**src/rtl/pad_bank_arb.sv**
```systemverilog
// Shared tri-state pad bank arbiter.
// Several requesters compete for one bank of PADW bidirectional pads. A single
// owner at a time drives the pad outputs; between owners every pad driver is
// forced off for TA_CYC turnaround cycles so two owners never fight on the pads.
// The pad input path is a plain two-flop synchroniser broadcast to everybody.
//
// Request/grant semantics: req_i[k] is a level request. A grant is issued only
// from IDLE, is registered, and is held for as long as the owner keeps its
// req_i bit high; dropping it releases the bank at the next edge. There is no
// preemption and gnt_o is always zero or one-hot.
module pad_bank_arb #(
  parameter int NREQ   = 4,
  parameter int PADW   = 8,
  parameter int TA_CYC = 2
) (
  input  logic                 clk_i,
  input  logic                 rst_n_i,
  input  logic [NREQ-1:0]      req_i,
  output logic [NREQ-1:0]      gnt_o,
  output logic                 busy_o,
  input  logic [NREQ*PADW-1:0] out_i,
  input  logic [NREQ*PADW-1:0] oe_i,
  output logic [PADW-1:0]      pad_c2p_o,
  output logic [PADW-1:0]      pad_c2p_en_o,
  input  logic [PADW-1:0]      pad_p2c_i,
  output logic [PADW-1:0]      in_o,
  output logic [1:0]           state_o
);

  localparam int IDXW = (NREQ > 1) ? $clog2(NREQ) : 1;

  localparam logic [1:0] IDLE  = 2'd0;
  localparam logic [1:0] GRANT = 2'd1;
  localparam logic [1:0] TURN  = 2'd2;

  logic [1:0]      state;
  logic [3:0]      cnt;
  logic [IDXW-1:0] last_owner;
  logic            pick_valid;
  logic [IDXW-1:0] pick_idx;
  logic [NREQ-1:0] pick_onehot;
  int unsigned     cand;
  logic [PADW-1:0] owner_out;
  logic [PADW-1:0] owner_oe;
  logic [PADW-1:0] sync_q1;
  logic [PADW-1:0] sync_q2;

  // Round-robin search: first requester at or after last_owner+1, wrapping.
  always_comb begin
    pick_valid  = 1'b0;
    pick_idx    = '0;
    pick_onehot = '0;
    cand        = 0;
    for (int i = 0; i < NREQ; i++) begin
      cand = 32'(last_owner) + 32'(i) + 32'd1;
      if (cand >= 32'(NREQ)) cand = cand - 32'(NREQ);
      if (!pick_valid && req_i[cand[IDXW-1:0]]) begin
        pick_valid                    = 1'b1;
        pick_idx                      = cand[IDXW-1:0];
        pick_onehot[cand[IDXW-1:0]]   = 1'b1;
      end
    end
  end

  // Arbitration FSM: IDLE -> GRANT while owner requests -> TURN for TA_CYC cycles.
  always_ff @(posedge clk_i or negedge rst_n_i) begin
    if (!rst_n_i) begin
      state      <= IDLE;
      gnt_o      <= '0;
      cnt        <= '0;
      last_owner <= IDXW'(NREQ - 1);
    end else begin
      case (state)
        IDLE: begin
          if (pick_valid) begin
            gnt_o      <= pick_onehot;
            last_owner <= pick_idx;
            state      <= GRANT;
          end
        end
        GRANT: begin
          if (!req_i[last_owner]) begin
            gnt_o <= '0;
            cnt   <= 4'(TA_CYC);
            state <= TURN;
          end
        end
        TURN: begin
          cnt <= cnt - 4'd1;
          if (cnt <= 4'd1) state <= IDLE;
        end
        default: begin
          state <= IDLE;
          gnt_o <= '0;
          cnt   <= '0;
        end
      endcase
    end
  end

  // Two-flop synchroniser on the asynchronous pad inputs.
  always_ff @(posedge clk_i or negedge rst_n_i) begin
    if (!rst_n_i) begin
      sync_q1 <= '0;
      sync_q2 <= '0;
    end else begin
      sync_q1 <= pad_p2c_i;
      sync_q2 <= sync_q1;
    end
  end

  assign owner_out = out_i[int'(last_owner) * PADW +: PADW];
  assign owner_oe  = oe_i[int'(last_owner) * PADW +: PADW];

  // Pad drive: only the registered owner drives, everything is off outside GRANT.
  always_comb begin
    pad_c2p_o    = '0;
    pad_c2p_en_o = '0;
    if (state == GRANT) begin
      pad_c2p_o    = owner_out;
      pad_c2p_en_o = owner_oe & {PADW{gnt_o[last_owner]}};
    end
  end

  assign busy_o  = (state == GRANT) || (state == TURN);
  assign in_o    = sync_q2;
  assign state_o = state;

endmodule

```
**config.mk**
```make
export PLATFORM = sky130hd
export DESIGN_NAME = pad_bank_arb
export DESIGN_NICKNAME = d
export VERILOG_FILES = /design/src/rtl/pad_bank_arb.sv
export SDC_FILE = /design/constraint.sdc
export NUM_CORES = 1
export LEC_CHECK = 0
export ABC_AREA = 1
export ABC_CLOCK_PERIOD_IN_PS = 6900
export BUFFER_PORTS_ARGS = -buffer_cell sky130_fd_sc_hd__buf_2
export CORE_MARGIN = 3
export CORE_UTILIZATION = 49
export CTS_CLUSTER_DIAMETER = 60
export DETAILED_ROUTE_END_ITERATION = 7
export HOLD_SLACK_MARGIN = 0.03
export PLACE_DENSITY = 0.95
export SYNTH_ARGS = -nofsm -noshare
export SYNTH_HDL_FRONTEND = slang
export SYNTH_SLANG_ARGS = --single-unit
```
**constraint.sdc**
```tcl
create_clock -name clk_i -period 6.9 [get_ports clk_i]
set_input_delay 0.345 -clock clk_i [delete_from_list [all_inputs] [get_ports clk_i]]
set_output_delay 0.345 -clock clk_i [all_outputs]
set_load 0.02 [all_outputs]
```
==> results of run 1 <==
## critical path: cells and delay by family (launching register included)
| kind | cells | cell delay [ns] |
|---|---|---|
| AO/OA/AOI/OAI | 1 | 0.10 |
| adder cells (fa/ha/maj) | 1 | 0.46 |
| buffers and inverters | 3 | 0.61 |
| flip-flops | 1 | 1.03 |
| AND/OR/NAND/NOR | 7 | 0.85 |
## sequential cells by signal, summed over array words and instances (netlist names)
name        count
cnt             4
gnt_o           4
in_o            8
last_owner      2
state_o         2
sync_q1         8
## metrics by stage
stage | std cells | hold WS, ns
3_3_place_gp | 441 | 0.332
5_1_grt | 445 | 0.0932
4_1_cts | 445 | 0.0689
6_report | 445 | 0.0548
3_5_place_dp | 441 | 0.335
2_1_floorplan | 298 | 0.0494
## routing by layer
metal	vias to the layer above	wire, µm
met2	109	2950
met4	0	118
met3	11	481
li1	1169	-
met5	-	0
met1	1068	2300
## layout make-up
cell class	count	area share (%)
Inverter	22	3.12
Timing Repair Buffer	108	20.4
Tap cell	48	2.27
Multi-Input combinational cell	235	44.9
Sequential cell	28	26.6
Clock buffer	3	1.56
Clock inverter	1	1.13
## kinds of logic after synthesis
kind of cell	after synthesis	synth area share, %
buffers and inverters	35	7.46
adders and majority gates	13	7.95
DFF	28	34.4
AOI/OAI and AO/OA	70	17.7
xor gates and xnor gates	1	0.428
and+or+nand+nor	151	32.0
## worst max-delay path by stage
stage	start	to	cells past startpoint
2_1_floorplan	last_owner[1]	state_o[1]	13
6_report	last_owner[0]	last_owner[0]	12
3_3_place_gp	last_owner[0]	last_owner[0]	12
3_5_place_dp	last_owner[0]	last_owner[0]	12
5_1_grt	last_owner[0]	last_owner[0]	12
4_1_cts	last_owner[0]	last_owner[0]	12
## cell usage in the layout (no fill, tap or decap)
| cell type | synthesis | final |
|---|---|---|
| sky130_fd_sc_hd__a21boi_0 | 2 | 2 |
| sky130_fd_sc_hd__a21oi_1 | 23 | 23 |
| sky130_fd_sc_hd__a31o_2 | 1 | 1 |
| sky130_fd_sc_hd__buf_2 | 2 | 108 |
| sky130_fd_sc_hd__bufinv_16 | 0 | 1 |
| sky130_fd_sc_hd__clkbuf_8 | 0 | 3 |
| sky130_fd_sc_hd__clkinv_1 | 1 | 1 |
| sky130_fd_sc_hd__dfrtp_1 | 26 | 26 |
| sky130_fd_sc_hd__dfstp_2 | 2 | 2 |
| sky130_fd_sc_hd__ha_1 | 13 | 13 |
| sky130_fd_sc_hd__inv_1 | 15 | 15 |
| sky130_fd_sc_hd__inv_2 | 6 | 6 |
| sky130_fd_sc_hd__nand2_1 | 43 | 43 |
| sky130_fd_sc_hd__nand2_2 | 8 | 8 |
| sky130_fd_sc_hd__nand2_4 | 1 | 1 |
| sky130_fd_sc_hd__nand3_1 | 18 | 18 |
| sky130_fd_sc_hd__nand4_1 | 5 | 5 |
| sky130_fd_sc_hd__nand4_4 | 1 | 1 |
| sky130_fd_sc_hd__nor2_1 | 73 | 73 |
| sky130_fd_sc_hd__nor2_4 | 1 | 1 |
| sky130_fd_sc_hd__nor3_1 | 1 | 1 |
| sky130_fd_sc_hd__o21ai_0 | 39 | 39 |
| sky130_fd_sc_hd__o21ai_1 | 3 | 3 |
| sky130_fd_sc_hd__o21bai_1 | 1 | 1 |
| sky130_fd_sc_hd__o22ai_1 | 1 | 1 |
| sky130_fd_sc_hd__xnor2_1 | 1 | 1 |
## power breakdown
part	switching [mW]	internal [mW]	total [mW]	leakage, nW
sequential	0.0663	0.201	0.268	0.340
clock	0.0495	0.0777	0.127	0.0357
combinational	0.501	0.257	0.758	1.07
==> results.tsv, run 1 <==
stage	metric	value	unit
yosys	Synth top area share	31.8	%
yosys	Syn Inst Count	298	
routing	Antenna Nets Post-Route	0	
routing	routed vias	2357	
sta	Fmax	320	MHz
setup_path	cell repeated most along the worst path	sky130_fd_sc_hd__nand2_1	
routing	length of the first detailed-routing pass in iterations	4	
setup_path	CP arrival	3.33	ns
grt	pin count of the biggest net entering global routing	45	
die	height of the die	70.6	µm
setup_path	crit path cell chain	inv_2, ha_1, inv_1, nand2_1, nand2_2, nor2_4, nand2_1, nand2_1, inv_1, nand2_1, nand2_1, o21ai_1	
setup_path	startpoint class of the critical path	flip-flop	
power	Final Total Pwr	1.15	mW
routing	final routed wirelength across all metal layers	5850	µm
die	core area	3830	µm²
cells_and_area	post-layout instance area	2650	µm²
clock_tree	hold buffers post-CTS	0	
sta	worst setup slack after layout	3.77	ns
clock_tree	# clock sinks	28	
setup_path	logic depth of the worst register-to-register path	12	
cells_and_area	area used by sequential logic in the layout	703	µm²
cells_and_area	Total Nets Final	489	
placed_design	estimated wirelength of the detail-placed design	4400	µm
grt	routing usage on met1	27.5	%
grt	initial antenna violation count	0	
sta	final cycle utilization of the critical path	45.3	%
power	Power per Cell Area	435	nW/µm²
yosys	average instance area after synthesis	6.86	µm²
grt	global-route wire length before repair	9310	µm
yosys	number of library cell types mapped by synthesis	28	
setup_path	setup slack of the most critical reg-to-reg path	3.77	ns
grt	layer carrying the most global-route usage	met2	
setup_path	Required @ worst endpoint	7.11	ns
routing	violation count after the first detailed-routing iteration	141	
setup_path	worst reg2reg endpoint	last_owner[0]	
clock_tree	source-to-sink clock delay at the later pin of the worst-skew pair	0.28	ns
yosys	largest cells by area after synthesis	sky130_fd_sc_hd__dfrtp_1 32%, sky130_fd_sc_hd__nor2_1 13%, sky130_fd_sc_hd__o21ai_0 9.5%, sky130_fd_sc_hd__ha_1 8.0%, sky130_fd_sc_hd__nand2_1 7.9%	
placed_design	port buffer count	108	
clock_tree	Max Buffers Root-to-Sink	2	
clock_tree	CTS Root Buffer Type	sky130_fd_sc_hd__clkbuf_8	
sta	Final setup viols	0	
sta	setup repair after global routing missed its margin	no	
job	max-cap violation count	0	
clock_tree	post-cts repair resize count	0	
yosys	cell type contributing the most total cell area after synthesis	sky130_fd_sc_hd__dfrtp_1	
yosys	Synthesis Warnings	0	
die	I/O pin count	109	
setup_path	Max stage delay on crit path	1.03	ns
grt	number of global-route vias before repair	2132	
worst_hold_path	classification of the worst-slack hold path	input pin to asynchronous set/reset pin	
placed_design	Area after DPL	2580	µm²
cells_and_area	count of antenna diodes in the layout	0	
clock_tree	clock buffer count from CTS	3	
setup_path	crit end category	flip-flop	
routing	vias per cell	5.30	
grt	Congestion Overflow GR	0	
yosys	synthesized area	2050	µm²
cells_and_area	fraction of final layout cells sized beyond drive strength 1	33.2	%
yosys	async set-reset flop share out of synthesis	100	%
setup_path	worst reg2reg path startpoint	last_owner[0]	
placed_design	post-placement worst setup slack	3.82	ns
die	overall die area	4990	µm²
setup_path	class of the most critical setup path	flip-flop to flip-flop	
cells_and_area	area taken by multi-input logic gates	1190	µm²
sta	Worst slew margin	49.6	%
sta	Worst-Margin Slew	0.755	ns
clock_tree	CTS tree	done	
die	starting density of the core	53.5	%
cells_and_area	area delta synth->final	29.4	%
yosys	leading register cell type out of synthesis	sky130_fd_sc_hd__dfrtp_1	
cells_and_area	number of filler instances in the final layout	311	
clock_tree	CTS clock-pin slew for the worst setup and hold paths	0.09	ns
sta	setup TNS after final layout	0	ns
clock_tree	Setup Buffers After CTS	0	
sta	time the worst path needs with I/O delays and setup	3.13	ns
sta	maximum clock skew at final layout	0.00833	ns
yosys	number of enable flip-flop cells after synthesis	0	
yosys	net count of the mapped netlist	389	
power	leakage power	1.44	nW
setup_path	Max FO, Critical Path	44	
sta	count of endpoints failing hold in the final timing report	0	
sta	count of pins over their slew limit	0	
routing	final routed DRC violation total	0	
grt	routing usage on met3	3.27	%
die	standard-cell rows	22	
cells_and_area	final cell utilization of the core	69.2	%
clock_tree	H-tree levels	1	
outcome	outcome	complete, no violations	
yosys	top-count cell post-synth	sky130_fd_sc_hd__nor2_1	
yosys	list of most frequent post-synthesis cells	73 x sky130_fd_sc_hd__nor2_1, 43 x sky130_fd_sc_hd__nand2_1, 39 x sky130_fd_sc_hd__o21ai_0	
placed_design	placer congestion estimate	0.874	
routing	routed length per instance	13.1	µm
grt	global-route total usage across every layer	22.8	%
power	Max IR drop VDD	0.000373	V
setup_path	critical path's slowest cell	sky130_fd_sc_hd__dfstp_2	
yosys	sequential element share of the synthesized area	34.4	%
die	die width	70.6	µm
grt	met2 track demand over resource in global routing	40.4	%
yosys	register bit count reported by yosys	28	
No activity file was read; power rests on OpenSTA's default activity.
==> inputs of run 2 (changes only) <==
==> config.mk (replaced) <==
export PLATFORM = sky130hd
export DESIGN_NAME = pad_bank_arb
export DESIGN_NICKNAME = d
export VERILOG_FILES = /design/src/rtl/pad_bank_arb.sv
export SDC_FILE = /design/constraint.sdc
export NUM_CORES = 1
export LEC_CHECK = 0
export ABC_AREA = 0
export ABC_CLOCK_PERIOD_IN_PS = 2780
export BUFFER_PORTS_ARGS = -buffer_cell sky130_fd_sc_hd__buf_2
export CORE_MARGIN = 3
export CORE_UTILIZATION = 41
export CTS_CLUSTER_DIAMETER = 60
export DETAILED_ROUTE_END_ITERATION = 7
export HOLD_SLACK_MARGIN = 0.03
export PLACE_DENSITY = 0.86
export SYNTH_ARGS = -nofsm -noshare
export SYNTH_HDL_FRONTEND = slang
export SYNTH_SLANG_ARGS = --single-unit
==> constraint.sdc (replaced) <==
create_clock -name clk_i -period 2.78 [get_ports clk_i]
set_input_delay 0.139 -clock clk_i [delete_from_list [all_inputs] [get_ports clk_i]]
set_output_delay 0.139 -clock clk_i [all_outputs]
set_load 0.02 [all_outputs]
==> run 2 against run 1 <==
Net effect: non-clock buffer count grew 15; die area grew 19%; final area grew 7.7%; sequential power grew 130%; global-route usage shrank 2.4 points; clock skew grew 0.0053 ns; first-iteration DRC count grew 4.3%; wire length grew 3.5%; combinational power grew to 2.5 times the previous value; critical path depth shrank 7; clock power grew 150%.
==> results.tsv, run 2 <==
stage	metric	value	unit
outcome	outcome	complete, no violations	
yosys	synthesized area	2070	µm²
setup_path	critical path's slowest cell	sky130_fd_sc_hd__dfstp_2	
setup_path	Max FO, Critical Path	15	
routing	violation count after the first detailed-routing iteration	147	
setup_path	Required @ worst endpoint	2.64	ns
worst_hold_path	classification of the worst-slack hold path	flip-flop to flip-flop	
yosys	async set-reset flop share out of synthesis	100	%
yosys	list of most frequent post-synthesis cells	26 x sky130_fd_sc_hd__dfrtp_1, 20 x sky130_fd_sc_hd__mux4_2, 13 x sky130_fd_sc_hd__ha_1	
setup_path	startpoint class of the critical path	flip-flop	
routing	length of the first detailed-routing pass in iterations	4	
die	die width	77	µm
setup_path	cell repeated most along the worst path	sky130_fd_sc_hd__buf_4	
sta	maximum clock skew at final layout	0.0136	ns
power	Final Total Pwr	2.85	mW
clock_tree	CTS tree	done	
grt	global-route wire length before repair	9720	µm
setup_path	crit path cell chain	buf_4, buf_4, mux4_2, and3_1, buf_2	
power	Max IR drop VDD	0.000421	V
clock_tree	clock buffer count from CTS	3	
grt	global-route total usage across every layer	20.4	%
cells_and_area	final non-filler cell total	359	
sta	worst hold slack	0.353	ns
yosys	number of enable flip-flop cells after synthesis	0	
die	height of the die	77	µm
yosys	average instance area after synthesis	11.8	µm²
yosys	leading register cell type out of synthesis	sky130_fd_sc_hd__dfrtp_1	
sta	worst setup slack after layout	0.286	ns
routing	routed vias	1940	
placed_design	port buffer count	108	
grt	pin count of the biggest net entering global routing	29	
routing	vias per cell	5.40	
power	leakage power	1.43	nW
yosys	sequential element share of the synthesized area	34.0	%
routing	final routed DRC violation total	0	
placed_design	placer congestion estimate	0.941	
sta	Final setup viols	0	
placed_design	estimated wirelength of the detail-placed design	4690	µm
cells_and_area	final cell utilization of the core	59.6	%
yosys	number of library cell types mapped by synthesis	42	
die	standard-cell rows	25	
die	starting density of the core	43.2	%
job	max-cap violation count	0	
setup_path	crit end category	output port	
setup_path	class of the most critical setup path	flip-flop to output port	
yosys	largest cells by area after synthesis	sky130_fd_sc_hd__dfrtp_1 31%, sky130_fd_sc_hd__mux4_2 22%, sky130_fd_sc_hd__ha_1 7.9%, sky130_fd_sc_hd__dfstp_2 2.5%, sky130_fd_sc_hd__and2_1 2.4%	
cells_and_area	most frequent cells in the layout	108 x sky130_fd_sc_hd__buf_2, 26 x sky130_fd_sc_hd__dfrtp_1, 20 x sky130_fd_sc_hd__mux4_2, 13 x sky130_fd_sc_hd__ha_1	
placed_design	post-placement worst setup slack	0.439	ns
clock_tree	Max Buffers Root-to-Sink	2	
clock_tree	CTS clock-pin slew for the worst setup and hold paths	0.08	ns
yosys	register bit count reported by yosys	28	
sta	Worst slew margin	59.7	%
grt	number of global-route vias before repair	2040	
cells_and_area	number of filler instances in the final layout	415	
placed_design	Area after DPL	2690	µm²
die	I/O pin count	109	
sta	Worst-Margin Slew	0.605	ns
cells_and_area	post-layout instance area	2850	µm²
grt	initial antenna violation count	0	
routing	routed length per instance	16.9	µm
sta	Fmax	401	MHz
setup_path	CP arrival	2.35	ns
cells_and_area	area delta synth->final	37.9	%
cells_and_area	fraction of final layout cells sized beyond drive strength 1	52.1	%
yosys	top-count cell post-synth	sky130_fd_sc_hd__dfrtp_1	
power	Power per Cell Area	1000	nW/µm²
clock_tree	source-to-sink clock delay at the later pin of the worst-skew pair	0.28	ns
yosys	net count of the mapped netlist	266	
cells_and_area	most common cell after layout, fill and taps aside	sky130_fd_sc_hd__buf_2	
sta	time the worst path needs with I/O delays and setup	2.49	ns
sta	setup repair after global routing missed its margin	no	
sta	count of pins over their slew limit	0	
grt	Congestion Overflow GR	0	
routing	Antenna Nets Post-Route	0	
clock_tree	# clock sinks	28	
die	core area	4790	µm²
cells_and_area	count of antenna diodes in the layout	0	
routing	final routed wirelength across all metal layers	6050	µm
sta	final cycle utilization of the critical path	89.7	%
placed_design	cell count after placement	346	
clock_tree	CTS Root Buffer Type	sky130_fd_sc_hd__clkbuf_8	
sta	setup TNS after final layout	0	ns
clock_tree	H-tree levels	1	
die	overall die area	5930	µm²
yosys	Syn Inst Count	175	
sta	count of endpoints failing hold in the final timing report	0	
setup_path	Max stage delay on crit path	0.58	ns
yosys	cell type contributing the most total cell area after synthesis	sky130_fd_sc_hd__dfrtp_1	
yosys	Synth top area share	31.5	%
yosys	Synthesis Warnings	0	
cells_and_area	Total Nets Final	384	
==> run 2: cell count changes in the layout (fill, tap and decap cells not counted), sizes merged, moves of 8 or more <==
cell | previous run | this run
dlygate4sd3 | 0 | 9
inv | 21 | 7
and2 | 0 | 8
nand2 | 52 | 9
and3 | 0 | 8
mux4 | 0 | 20
o21ai | 42 | 7
a21oi | 23 | 6
nand3 | 18 | 4
nor2 | 74 | 4
==> run 2: where the power goes <==
part | switching (mW) | total, mW | internal [mW]
logic | 1.06 | 1.93 | 0.875
registers | 0.0906 | 0.603 | 0.513
clock network | 0.124 | 0.317 | 0.193
==> run 2: path summary, 6_finish.rpt <==
check / to / slack (ns) / start / depth (start not counted)
worst min register to register: in_o[6] / 0.35 / sync_q1[6] / 0
worst max register to register: state_o[1] / 0.42 / last_owner[1] / 7
max in group asynchronous: cnt[3] / 1.97 / rst_n_i / 2
worst max-delay path: pad_c2p_en_o[2] / 0.29 / last_owner[0] / 5
worst min-delay path: in_o[6] / 0.35 / sync_q1[6] / 0
min in group asynchronous: gnt_o[0] / 0.40 / rst_n_i / 2
==> run 2: final cells by class <==
type,count,area [µm²],share of cell area [%]
repair buffers,123,676,23.7
clock buffers,3,41.3,1.45
well taps,67,83.8,2.94
flip-flops and latches,28,703,24.7
multi-input cells,130,1290,45.3
inverters,7,26.3,0.922
clock inverters,1,30.0,1.05
==> run 2: cell families (layout without fill, tap and decap cells) <==
family,count (synthesis),after routing,synth area share [%]
simple gates,52,52,14.8
compound gates,35,35,12.6
mux,29,29,26.8
flops,28,28,34.0
buf+inv,17,134,3.57
fa+ha+maj,13,13,7.87
xor+xnor,1,1,0.424
==> run 2: repair_timing <==
action | 4_1_cts | 5_1_grt
hold endpoints to repair | 34 | 0
hold buffers | 9 | 0
setup buffers | 0 | 0
resized for setup | 0 | 0
==> run 2: worst max-delay path: cells and delay by family (launching register included) <==
| kind | cells | cell delay (ns) |
|---|---|---|
| buffers and inverters | 3 | 0.75 |
| flip-flops | 1 | 0.58 |
| multiplexers | 1 | 0.55 |
| AND/OR/NAND/NOR | 1 | 0.19 |
==> run 2: routing by layer <==
| metal | track usage (%) | wire length [µm] | share of wire (%) |
|---|---|---|---|
| met4 | 5.69 | 78 | 1.3 |
| met2 | 38.7 | 3120 | 51 |
| met3 | 4.93 | 513 | 8.5 |
| met5 | 0 | 0 | 0 |
| met1 | 22.5 | 2350 | 39 |
